## src/rtl/shifter_pkg.sv

```systemverilog
// shifter_pkg: shift-mode encodings and FSM states shared by the iterative shifter.
package shifter_pkg;
    localparam logic [1:0] MODE_SLL = 2'b00;
    localparam logic [1:0] MODE_SRL = 2'b01;
    localparam logic [1:0] MODE_SRA = 2'b10;
    localparam logic [1:0] MODE_ROL = 2'b11;
    typedef enum logic [1:0] {IDLE, SHIFT, DONE} state_e;
endpackage

```

## src/rtl/shift_step.sv

```systemverilog
// shift_step: combinational shift of data by k positions (k <= WIDTH) in the given mode.
module shift_step
    import shifter_pkg::*;
#(
    parameter int WIDTH = 8,
    parameter int AMT_W = $clog2(WIDTH) + 1
) (
    input  logic [WIDTH-1:0] data,
    input  logic [AMT_W-1:0] k,
    input  logic [1:0]       mode,
    input  logic             sign,
    output logic [WIDTH-1:0] result
);
    localparam logic [AMT_W-1:0] W_AMT = AMT_W'(WIDTH);
    logic [WIDTH-1:0] fill;
    always_comb begin
        // SRA fill: ones in the top k bits when the operand is negative
        fill   = sign ? ~({WIDTH{1'b1}} >> k) : '0;
        result = mode == MODE_SLL ? data << k :
                 mode == MODE_SRL ? data >> k :
                 mode == MODE_SRA ? (data >> k) | fill :
                                    (data << k) | (data >> (W_AMT - k));
    end
endmodule

```

## src/rtl/iter_shifter.sv

```systemverilog
// iter_shifter: multi-cycle SLL/SRL/SRA/ROL unit, up to STEP positions per clock,
// with valid/ready handshakes on both request and result ports.
module iter_shifter
    import shifter_pkg::*;
#(
    parameter int WIDTH = 8,
    parameter int STEP  = 1
) (
    input  logic                   clk,
    input  logic                   rst_n,
    input  logic                   in_valid,
    output logic                   in_ready,
    input  logic [WIDTH-1:0]       in_data,
    input  logic [$clog2(WIDTH):0] in_amt,
    input  logic [1:0]             in_mode,
    output logic                   out_valid,
    input  logic                   out_ready,
    output logic [WIDTH-1:0]       out_data,
    output logic                   busy
);
    localparam int AMT_W = $clog2(WIDTH) + 1;
    localparam logic [AMT_W-1:0] W_AMT    = AMT_W'(WIDTH);
    localparam logic [AMT_W-1:0] STEP_AMT = AMT_W'(STEP);

    state_e           state_q, state_d;
    logic [WIDTH-1:0] work_q, work_d;
    logic [1:0]       mode_q, mode_d;
    logic [AMT_W-1:0] rem_q, rem_d;
    logic [AMT_W-1:0] eff_amt, k;
    logic [WIDTH-1:0] step_out;

    shift_step #(.WIDTH(WIDTH), .AMT_W(AMT_W)) u_step (
        .data  (work_q),
        .k     (k),
        .mode  (mode_q),
        .sign  (work_q[WIDTH-1]),
        .result(step_out)
    );

    assign in_ready  = state_q == IDLE;
    assign out_valid = state_q == DONE;
    assign busy      = state_q != IDLE;
    assign out_data  = work_q;

    always_comb begin
        // rotates reduce modulo WIDTH; other modes saturate at WIDTH
        eff_amt = in_mode == MODE_ROL ? (in_amt & (W_AMT - 1'b1)) :
                  in_amt > W_AMT ? W_AMT : in_amt;
        k       = rem_q < STEP_AMT ? rem_q : STEP_AMT;
        state_d = state_q;
        work_d  = work_q;
        mode_d  = mode_q;
        rem_d   = rem_q;
        case (state_q)
            IDLE: if (in_valid) begin
                work_d  = in_data;
                mode_d  = in_mode;
                rem_d   = eff_amt;
                state_d = eff_amt == '0 ? DONE : SHIFT;
            end
            SHIFT: begin
                work_d  = step_out;
                rem_d   = rem_q - k;
                state_d = rem_d == '0 ? DONE : SHIFT;
            end
            default: if (out_ready) state_d = IDLE;
        endcase
    end

    always_ff @(posedge clk) begin
        if (!rst_n) begin
            state_q <= IDLE;
            work_q  <= '0;
            mode_q  <= MODE_SLL;
            rem_q   <= '0;
        end else begin
            state_q <= state_d;
            work_q  <= work_d;
            mode_q  <= mode_d;
            rem_q   <= rem_d;
        end
    end
endmodule

```

## config.mk

```make
export PLATFORM = sky130hd
export DESIGN_NAME = iter_shifter
export DESIGN_NICKNAME = d
export VERILOG_FILES = /design/src/rtl/shifter_pkg.sv /design/src/rtl/shift_step.sv /design/src/rtl/iter_shifter.sv
export SDC_FILE = /design/constraint.sdc
export NUM_CORES = 1
export LEC_CHECK = 0
export ABC_AREA = 0
export CAP_MARGIN = 30
export CORE_AREA = 2 2 57 59
export CTS_BUF_LIST = sky130_fd_sc_hd__clkbuf_2
export DETAILED_ROUTE_END_ITERATION = 8
export DIE_AREA = 0 0 59 61
export PLACE_DENSITY_LB_ADDON = 0.2
export SYNTH_ARGS = -nofsm -noshare
export SYNTH_HDL_FRONTEND = slang
export SYNTH_SLANG_ARGS = --single-unit
```

## constraint.sdc

```tcl
create_clock -name clk -period 2.2 [get_ports clk]
set_clock_uncertainty 0.2 [all_clocks]
set_input_delay 0.66 -clock clk [delete_from_list [all_inputs] [get_ports clk]]
set_output_delay 0.66 -clock clk [all_outputs]
set_load 0.05 [all_outputs]
```

# After elaboration in Yosys (flattened, before gate mapping)
# Cells that the tools add are included.
# classes
add_sub_neg	2
n_lt_le_gt_ge	2
eq_ne	6
shift	4
muxes	16
bitwise_logic	3
reduce_logical	10
# op_table
op	n
$mux W8	5
$mux W4	4
$or A8 B8 Y8	2
$pmux W8 S2	1
$shr A8 B4 Y8	2
$logic_not A4 Y1	2
$mux W2	4
$not A8 Y8	1
$pmux W4 S2	1
$shl A8 B4 Y8	1
$shr A8 B4 Y8 const A	1
$eq A2 B2 Y1 const B	3
$reduce_and A2 Y1	3
$eq A2 B1 Y1 const B	2
$gt A4 B4 Y1 const B	1
$logic_not A2 Y1	2
$lt A4 B1 Y1 const B	1
$pmux W2 S2	1
$reduce_bool A2 Y1	2
$sub A4 B4 Y4	1
$sub A4 B4 Y4 const A	1
$reduce_bool A3 Y1	1
$ne A2 B2 Y1 const B	1
# totals
ff_bits	16
in_bits	18
output_inout_bits	11

# Logic depth before layout (Yosys ltp)
# Gate-level depths: netlist of run 1.
# logic_depth
depth_word	10
depth_mapped	10
ltp_nobuf	9

# Modules after synthesis
# From an unflattened synthesis of run 1, not the netlist that was laid out.
# hier_totals
cells_unflattened	267
area_unflattened_um2	2107.0
# modules_own_cells
mod	n_inst	cells_per_inst	area_per_inst_um2	seq_area_each_um2
shift_step	1	159	1212.4	0.0
iter_shifter	1	108	894.6	320.3

# Least setup slack after synthesis of run 1
# No wires, ideal clock.
# synth_timing
kind	reg-to-reg
from	register rem_q[1]
to	register work_q[5] (netlist: out_data[5])
arrival_time_ns	2.068
slack_ns	-0.202
stages_incl_launch_ff	11
n_path_buf	2
synth_period_minus_slack_ns	2.402
cell_sequence	dfxtp_1 nor4_4 buf_2 ha_1 ha_1 clkbuf_1 o21ai_0 a21o_1 a221o_1 o21ai_0 a31oi_1
# synth_between
elab_chain_cells	10
word_cells_on_any_way	15
cone_classes	add/sub: 1; order compare: 1; shift: 4; mux: 6; bitwise: 3
# synth_lines
item	line	rtl
from (decl)	iter_shifter.sv:28	logic [AMT_W-1:0] rem_q, rem_d;
from (signal assigned)	iter_shifter.sv:80	rem_q <= rem_d;
$lt A4 B1 Y1	iter_shifter.sv:49	k = rem_q < STEP_AMT ? rem_q : STEP_AMT;
$mux W4 (*)	iter_shifter.sv:49	
branches (longest 6 deep; another with $sub A4 B4 Y4)	-	
$mux W8 (*)	shift_step.sv:19	result = mode == MODE_SLL ? data << k :
$pmux W8 S2 (*)	iter_shifter.sv:54	case (state_q)
to (signal assigned)	iter_shifter.sv:78	work_q <= work_d;
to (decl)	iter_shifter.sv:26	logic [WIDTH-1:0] work_q, work_d;
# Every way passes the cells marked *.
# A chain may end at the register's enable or synchronous reset.

# Final worst setup path of run 1
# layout_timing
from	register rem_q[2]
to	register work_q[3] (netlist: out_data[3])
# Same word-level chain as after synthesis.

==> results.py, run 1 <==
metrics = {
    "worst_setup_path": {
        "crit_type": "register to register",
        "crit_arrival_ns": 2.21,
        "reg2reg_slack_ns": -0.003,
        "rr_endpoint": "out_data[3]",
        "cp-start-kind": "register",
        "rr_worst_depth": 9,
        "end_kind": "register",
        "cp_max_fo": 4,
        "crit_required_ns": 2.21,
        "crit-reg2reg-launch": "rem_q[2]",
        "crit_start": "rem_q[2]",
        "endpoint": "out_data[3]",
    },
    "sta": {
        "finalSetupViolCount": 1,
        "maxSlewViolCount": 0,
        "max_clock_freq_mhz": 454,
        "hold_viol": 0,
        "rsz0062_at_grt": "true",
        "setup_ws_ns": -0.00310,
        "timing.final.crit_period_ns": 2.20,
        "final.period_utilization": 1.00,
    },
    "drt": {
        "ant_nets": 0,
        "routedLengthMet1_um": 1880,
        "dr.pass1.iters": 4,
        "route.met3.wl_um": 294,
        "wirelength_um": 4110,
        "drc": 0,
        "dr_wl_met2_um": 1910,
        "dr_total_vias": 1539,
        "wl_per_cell_um": 15.7,
        "drt_iter0_drc": 92,
        "vias_per_cell": 5.87,
        "highest_layer": "met4",
    },
    "logic_synthesis": {
        "synth_area_leader_cell": "dfxtp_1",
        "ys_seq_elements": 16,
        "async_reset_ff_frac": 0,
        "ys_top_cells_by_area": "dfxtp_1 24%, o21ai_0 6.8%, nand2_1 5.4%, mux2i_1 5.3%, ha_1 4.7%",
        "synthCells": 180,
        "synth_warnings": 0,
        "synth_edf_count": 0,
        "synth_area_um2": 1330,
        "synth_top_area_frac": 0.242,
        "synth_cell_types": 46,
        "syn-mean-instance-area_um2": 7.36,
        "synth_ff_type": "dfxtp_1",
        "yosysSeqAreaShare": 0.242,
    },
    "placement": {
        "place_congestion": 0.931,
        "port_buffers": 28,
        "dp_slack_ns": -0.252,
        "hpwl_um": 3000,
        "dp.cells": 253,
    },
    "power_and_ir_drop": {
        "power_mw": 1.83,
        "p_leak_nw": 0.875,
        "p_per_area_nw_per_um2": 896,
        "peakVddDrop_uv": 472,
    },
    "grt": {
        "grt_usage": 0.239,
        "grt_first_pass_wirelength_um": 6630,
        "grt_start_max_net_pins": 14,
        "grt_pass1_vias": 1432,
        "overflow": 0,
        "antenna_found_initial": 0,
    },
    "status": {
        "status": "finished with violations",
        "violations": "setup timing",
    },
    "clock_tree": {
        "htreeDepth": 1,
        "numCtsBuffers": 3,
        "clkSinkCount": 16,
        "cts.path.max_buffers": 2,
        "clkLatencyLatePin_ns": 0.31,
        "cts_tree": "yes",
        "cts_root_buffer": "clkbuf_2",
        "postCtsHoldBufs": 0,
        "clk_pin_slew_worst_paths_ns": 0.19,
    },
    "cells_and_area": {
        "area_delta_synth_final_pct": 53.7,
        "final_cell_mix": "27 x buf_4, 19 x nand2_1, 17 x clkdlybuf4s50_1",
        "layout.nets": 253,
        "instances_no_fill": 262,
        "fill_cells": 244,
        "final_common_cell": "buf_4",
        "drive_gt1_frac": 0.288,
        "antenna_cells": 0,
        "multiInputGateArea_um2": 998,
        "seqCellArea_um2": 330,
    },
    "floorplanning": {
        "die_width_um": 59,
        "start_util": 0.449,
        "ios": 29,
        "die_h_um": 61,
        "core_um2": 2950,
        "rows": 20,
        "die_area_um2": 3600,
    },
    "hold_path": {
        "worstHoldStart": "out_data[0]",
        "hold_class": "register to register",
    },
    "flow_run": {
        "cap_violations": 0,
    },
}
==> repair_timing <==
action,CTS,global route
pin swaps,6,13
endpoints found under the setup margin,7,12
hold endpoints to repair,0,0
resized for setup,6,19
buffers inserted,2,3
==> where the power goes <==
part           switching (mW)  internal [mW]  leakage (nW)
clock network           0.106         0.0395        0.0140
registers               0.117          0.346         0.135
logic                   0.611          0.606         0.727
==> synthesized netlist by cell type (3+ instances only) <==
cell type,number
nand3_1,4
a22oi_1,3
nor2_1,12
nor2b_1,8
nand2_1,19
o211a_1,4
o22ai_1,4
o21ai_0,18
o211ai_1,5
nand2b_1,3
ha_1,5
mux2i_1,7
buf_2,3
dfxtp_1,16
a21boi_0,3
clkbuf_1,10
inv_1,9
a31oi_1,3
a211oi_1,3
a21oi_1,9
==> logic make-up after synthesis <==
logic type | count (synthesis) | share of synthesized area
AO/OA/AOI/OAI | 65 | 0.332
AND/OR/NAND/NOR | 59 | 0.233
buffers and inverters | 24 | 0.0737
flip-flops | 16 | 0.242
multiplexers | 7 | 0.0529
adder cells (fa/ha/maj) | 5 | 0.0472
other | 2 | 0.00567
XOR/XNOR | 2 | 0.0132
==> metal layers <==
layer  up-vias  track usage
li1        752            -
met1       716        0.343
met2        67        0.379
met3         4       0.0256
met4         0       0.0714
met5         -            0
==> worst min-delay path by stage <==
stage          slack [ns]     endpoint  cells after the start
3_3_place_gp         0.36     rem_q[0]                      1
5_1_grt              0.48    mode_q[0]                      2
4_1_cts              0.44  out_data[0]                      2
3_5_place_dp         0.37     rem_q[0]                      1
2_1_floorplan        0.31     rem_q[3]                      2
6_report             0.44  out_data[0]                      2
==> sequential cells by signal (all words and copies together) (netlist names) <==
signal and flops:
out_data 8, rem_q 4, state_q 2, mode_q 2
==> through the flow <==
step                hold slack [ns]  utilization   TNS, ns  instance area [µm²]
global route                  0.476        0.690    -0.203                 2040
finish                        0.436        0.690  -0.00310                 2040
global placement              0.363        0.642    -0.802                 1890
floorplan                     0.313            -   -0.0900                 1370
detailed placement            0.369        0.642     -1.18                 1890
CTS                           0.436        0.663         0                 1960
==> final cells by class <==
cell class,count,share of cell area
Clock buffer,3,0.00737
Clock inverter,1,0.00184
Inverter,10,0.0184
Multi-Input combinational cell,142,0.490
Sequential cell,16,0.162
Tap cell,33,0.0203
Timing Repair Buffer,57,0.300
==> critical path, cell delays in order, from the launching register on <==
cell     delay [ns]
dfxtp_2        0.40
nor4_4         0.05
buf_4          0.15
ha_4           0.16
ha_4           0.27
buf_4          0.13
and4b_1        0.19
a211o_1        0.27
a32oi_2        0.18
o22ai_1        0.11
(Power assumes the default switching activity.)
==> inputs of run 2 (changes only) <==
CORE_AREA = 2 2 68 70   (was 2 2 57 59)
DIE_AREA = 0 0 70 72   (was 0 0 59 61)
SETUP_SLACK_MARGIN = 0.05   (was unset)
SYNTH_HIERARCHICAL = 1   (was unset)
==> results.py, run 2 <==
metrics = {
    "cells_and_area": {
        "final_cell_mix": "42 x buf_4, 36 x nand2_1, 22 x nor2_1",
        "area_delta_synth_final_pct": 48.9,
        "drive_gt1_frac": 0.356,
        "final_common_cell": "buf_4",
        "antenna_cells": 0,
        "largest_reg_flops": 8,
        "fill_cells": 308,
        "layout.nets": 364,
    },
    "sta": {
        "final.period_utilization": 1.12,
        "hold_viol": 0,
        "maxSlewViolCount": 0,
        "setup_ws_ns": -0.270,
        "max_clock_freq_mhz": 405,
        "finalSetupViolCount": 8,
        "tns_ns": -1.38,
        "timing.final.crit_period_ns": 2.47,
        "rsz0062_at_grt": "true",
    },
    "drt": {
        "ant_nets": 0,
        "wl_per_cell_um": 17.6,
        "wirelength_um": 6860,
        "dr_wl_met2_um": 3300,
        "dr_total_vias": 2391,
        "vias_per_cell": 6.15,
        "dr.pass1.iters": 5,
        "highest_layer": "met4",
        "drt_iter0_drc": 248,
        "drc": 0,
        "routedLengthMet1_um": 2880,
        "route.met3.wl_um": 502,
    },
    "grt": {
        "antenna_found_initial": 0,
        "grt_first_pass_wirelength_um": 10900,
        "overflow": 0,
        "grt_start_max_net_pins": 20,
        "grt_pass1_vias": 2180,
        "grt_usage": 0.270,
    },
    "logic_synthesis": {
        "synth_area_leader_cell": "dfxtp_1",
        "netlist_top_cells_count": "38 x nand2_1, 23 x nor2_1, 22 x mux2i_1",
        "ys_seq_elements": 16,
        "synth_edf_count": 0,
        "synth_top_area_frac": 0.152,
        "async_reset_ff_frac": 0,
        "synth_warnings": 6,
        "synth_area_um2": 2110,
        "syn-mean-instance-area_um2": 7.89,
        "yosysMostFrequentCell": "nand2_1",
        "ys_top_cells_by_area": "dfxtp_1 15%, mux2i_1 10%, nand2_1 6.8%, mux4_2 4.3%, ha_1 4.2%",
        "synth_cell_types": 68,
        "synthCells": 267,
        "yosysSeqAreaShare": 0.152,
        "synth_ff_type": "dfxtp_1",
    },
    "worst_setup_path": {
        "cp_max_fo": 9,
        "crit_required_ns": 2.22,
        "slowest_delay_ns": 0.35,
        "end_kind": "register",
        "cp-start-kind": "register",
        "critical_path_buf_inv_count": 3,
        "slowest_stage": "dfxtp_2",
        "crit_type": "register to register",
        "path_cells": "nor3_2 > nand2b_1 > buf_6 > inv_8 > ha_4 > buf_12 > mux2i_4 > mux2i_4 > nand2_1 > a21oi_1 > a311o_1 > nand2_1 > a311oi_2",
        "critPathTopFamily": "compound AO/OA/AOI/OAI gates",
        "crit_arrival_ns": 2.49,
    },
    "floorplanning": {
        "core_um2": 4260,
        "ios": 29,
        "rows": 24,
        "die_h_um": 72,
        "die_area_um2": 5040,
        "start_util": 0.494,
        "die_width_um": 70,
    },
    "status": {
        "status": "finished with violations",
        "violations": "setup timing",
    },
    "power_and_ir_drop": {
        "peakVddDrop_uv": 697,
        "p_per_area_nw_per_um2": 1210,
        "power_mw": 3.80,
        "p_leak_nw": 1.29,
    },
    "flow_run": {
        "cap_violations": 0,
    },
    "clock_tree": {
        "clk_pin_slew_worst_paths_ns": 0.15,
        "cts.path.max_buffers": 2,
        "clkSinkCount": 16,
        "postCtsHoldBufs": 0,
        "htreeDepth": 1,
        "cts_root_buffer": "clkbuf_2",
        "cts_tree": "yes",
        "numCtsBuffers": 3,
        "clkLatencyLatePin_ns": 0.29,
    },
    "placement": {
        "dp_slack_ns": -0.264,
        "hpwl_um": 4940,
        "place_congestion": 0.943,
        "port_buffers": 28,
    },
    "hold_path": {
        "hold_class": "register to register",
    },
}
run 2: changes by cell type in the layout (fill, tap and decap cells not counted), moves of 8 or more:
cell,change
o21ai_0,-8
conb_1,+8
mux2i_1,+13
nand2_1,+17
nor2_1,+13
buf_4,+15
run 2: power breakdown:
group	internal [mW]	leakage, nW	switching [mW]	total, mW
Sequential	0.380	0.135	0.139	0.519
Clock	0.0372	0.0125	0.0941	0.131
Combinational	1.59	1.14	1.56	3.15
run 2: worst min-delay path, delay by kind of cell, from the launching register on:
| kind | cells | cell delay [ns] |
|---|---|---|
| flops | 1 | 0.38 |
| mux | 1 | 0.14 |
| simple gates | 1 | 0.05 |
run 2: path summary, 6_finish.rpt:
path | from | endpoint | slack (ns) | cells past startpoint
setup / recovery | rem_q[3] | out_data[0] | -0.27 | 13
hold reg to reg | mode_q[1] | mode_q[1] | 0.39 | 2
hold / removal | mode_q[1] | mode_q[1] | 0.39 | 2
setup reg to reg | rem_q[3] | out_data[0] | -0.27 | 13
run 2: cell type report:
type	count	area (µm²)	area share
inverters	9	41.3	0.0132
clock buffers	3	15.0	0.00479
multi-input cells	231	1860	0.593
well taps	52	65.1	0.0207
repair buffers	78	826	0.263
flip-flops and latches	16	330	0.105
run 2: cell families after synthesis:
group | after synthesis | synth area share
simple gates | 102 | 0.246
compound gates | 78 | 0.289
buf+inv | 31 | 0.0819
mux | 30 | 0.179
flops | 16 | 0.152
fa+ha+maj | 7 | 0.0416
xor+xnor | 2 | 0.00832
other cells | 1 | 0.00178
run 2: routing by layer:
layer / vias up / global-route usage
li1: 1141 / -
met1: 1105 / 0.383
met2: 130 / 0.436
met3: 15 / 0.0236
met4: 0 / 0.0897
met5: - / 0
run 2: timing repair:
action | in CTS | in global routing
pin swaps | 18 | 8
setup buffers | 3 | 3
resized for setup | 16 | 27
endpoints found under the setup margin | 10 | 11
run 2: through the flow:
stage / std cells / util / hold WS [ns] / area [µm²]
6_report: 389 / 0.736 / 0.388 / 3140
5_1_grt: 389 / 0.736 / 0.429 / 3140
4_1_cts: 386 / 0.699 / 0.394 / 2980
3_5_place_dp: 381 / 0.673 / 0.372 / 2870
3_3_place_gp: 381 / 0.673 / 0.362 / 2870
2_1_floorplan: 278 / - / 0.264 / 2220
==> inputs of run 3 (changes only) <==
CORE_AREA = 2 2 72 74   (was 2 2 68 70)
DIE_AREA = 0 0 74 76   (was 0 0 70 72)
PLACE_DENSITY_LB_ADDON = 0.12   (was 0.2)
SETUP_SLACK_MARGIN = 0.02   (was 0.05)
==> results.py, run 3 (synthesis gave the netlist of run 2 again) <==
metrics = {
    "worst_setup_path": {
        "end_kind": "register",
        "crit_required_ns": 2.23,
        "rr_endpoint": "out_data[2]",
        "crit_type": "register to register",
        "crit-reg2reg-launch": "rem_q[1]",
        "cp_max_fo": 4,
        "cp-start-kind": "register",
        "rr_worst_depth": 12,
        "crit_arrival_ns": 2.43,
        "reg2reg_slack_ns": -0.20,
        "crit_start": "rem_q[1]",
    },
    "placement": {
        "place_congestion": 0.933,
        "dp_slack_ns": -0.216,
        "placed_area_um2": 2850,
        "port_buffers": 28,
        "hpwl_um": 4940,
    },
    "power_and_ir_drop": {
        "power_mw": 3.43,
        "power.internal_mw": 1.75,
        "p_leak_nw": 1.24,
        "peakVddDrop_uv": 736,
        "switching_share": 0.489,
        "p_sw_mw": 1.68,
        "seqPwrFrac": 0.154,
        "p_per_area_nw_per_um2": 1150,
        "comb_power_share": 0.805,
        "power.clock.fraction": 0.041,
    },
    "sta": {
        "timing.final.crit_period_ns": 2.40,
        "final.period_utilization": 1.09,
        "tns_ns": -0.878,
        "rsz0062_at_grt": "true",
        "maxSlewViolCount": 0,
        "setup_ws_ns": -0.200,
        "hold_viol": 0,
        "max_clock_freq_mhz": 417,
        "finalSetupViolCount": 7,
    },
    "clock_tree": {
        "clkSinkCount": 16,
        "htreeDepth": 1,
        "numCtsBuffers": 3,
        "cts_root_buffer": "clkbuf_2",
        "clkLatencyLatePin_ns": 0.30,
        "cts.path.max_buffers": 2,
        "clk_pin_slew_worst_paths_ns": 0.18,
        "postCtsHoldBufs": 0,
        "cts_tree": "yes",
    },
    "floorplanning": {
        "ios": 29,
        "die_h_um": 76,
        "rows": 26,
        "start_util": 0.429,
        "die_width_um": 74,
        "core_um2": 4910,
        "die_area_um2": 5620,
    },
    "cells_and_area": {
        "final_common_cell": "buf_4",
        "layout.nets": 357,
        "final_cell_mix": "41 x buf_4, 38 x nand2_1, 22 x nor2_1, 22 x mux2i_1, 17 x clkdlybuf4s50_1",
        "drive_gt1_frac": 0.299,
        "antenna_cells": 0,
        "final_area_um2": 2980,
        "area_delta_synth_final_pct": 41.4,
        "largest_reg_flops": 8,
        "fin_util": 0.607,
    },
    "hold_path": {
        "min_path_cells": 2,
        "hold_class": "register to register",
        "worstHoldStart": "mode_q[0]",
        "whs_endpoint": "mode_q[0]",
    },
    "drt": {
        "wl_per_cell_um": 16.2,
        "drc": 0,
        "dr.pass1.iters": 5,
        "vias_per_cell": 5.73,
        "dr_total_vias": 2298,
        "drt_iter0_drc": 175,
        "ant_nets": 0,
        "wirelength_um": 6510,
    },
    "grt": {
        "grt_start_max_net_pins": 21,
        "antenna_found_initial": 0,
        "grt_usage": 0.241,
        "use_met1": 0.385,
        "busiest_layer": "met1",
        "overflow": 0,
        "met2_usage": 0.348,
        "grt_first_pass_wirelength_um": 10800,
        "grt_pass1_vias": 2145,
        "gr-usage-met3": 0.0291,
    },
    "status": {
        "violations": "setup timing",
        "status": "finished with violations",
    },
    "flow_run": {
        "cap_violations": 0,
    },
}
==> run 3: changes by cell type in the layout (fill, tap and decap cells not counted), moves of 3 or more <==
cell	change
mux2i_1	+3
mux2i_4	-3
a311oi_1	+4
buf_12	-3
a311oi_2	-4
==> run 3: how the worst max path moves through the flow <==
stage          cells past startpoint          end
2_1_floorplan                     14  out_data[1]
6_report                          12  out_data[2]
4_1_cts                           11  out_data[1]
5_1_grt                           12  out_data[3]
3_5_place_dp                      11  out_data[1]
3_3_place_gp                      11  out_data[1]
==> run 3: final cells by class <==
cell class                 instances  area (µm²)
fill                             468        1930
multi-input combinational        231        1780
timing repair buffer              71         721
sequential                        16         328
tap                               70        87.6
inverter                           9        41.3
clock buffer                       3        15.0
clock inverter                     1        3.75
==> run 3: worst max-delay path: stages (launching register included) <==
cell,delay [ns]
dfxtp_2,0.37
nor3_4,0.23
nand2b_4,0.11
inv_8,0.06
ha_4,0.14
buf_4,0.12
ha_4,0.20
nand2b_4,0.14
o22ai_2,0.13
a31oi_1,0.09
o211ai_1,0.21
nand2_1,0.08
a311oi_1,0.26
==> run 3: through the flow <==
stage               instances  hold slack [ns]
finish                    401            0.363
global route              401            0.428
CTS                       399            0.369
detailed placement        395            0.348
global placement          395            0.350
floorplan                 278            0.264
==> run 3: timing repair <==
| item | CTS | global route |
|---|---|---|
| setup endpoints to repair | 9 | 10 |
| pin swaps | 7 | 10 |
| gates resized for setup | 11 | 8 |
| buffers inserted | 0 | 2 |
==> run 3: power groups by stage <==
stage | combinational (mW) | clock [mW] | sequential [mW]
final | 2.76 | 0.141 | 0.526
after CTS | 2.65 | 0.144 | 0.522
after detailed placement | 2.56 | 0 | 0.519
after floorplan | 1.60 | 0 | 0.642
after global placement | 2.54 | 0 | 0.519
after global routing | 2.95 | 0.157 | 0.542
==> run 3: per-layer routing <==
layer  part of all wire  wire, µm
met1               0.48      3130
met2               0.46      2970
met3              0.059       386
met4             0.0029        19
met5                  0         0
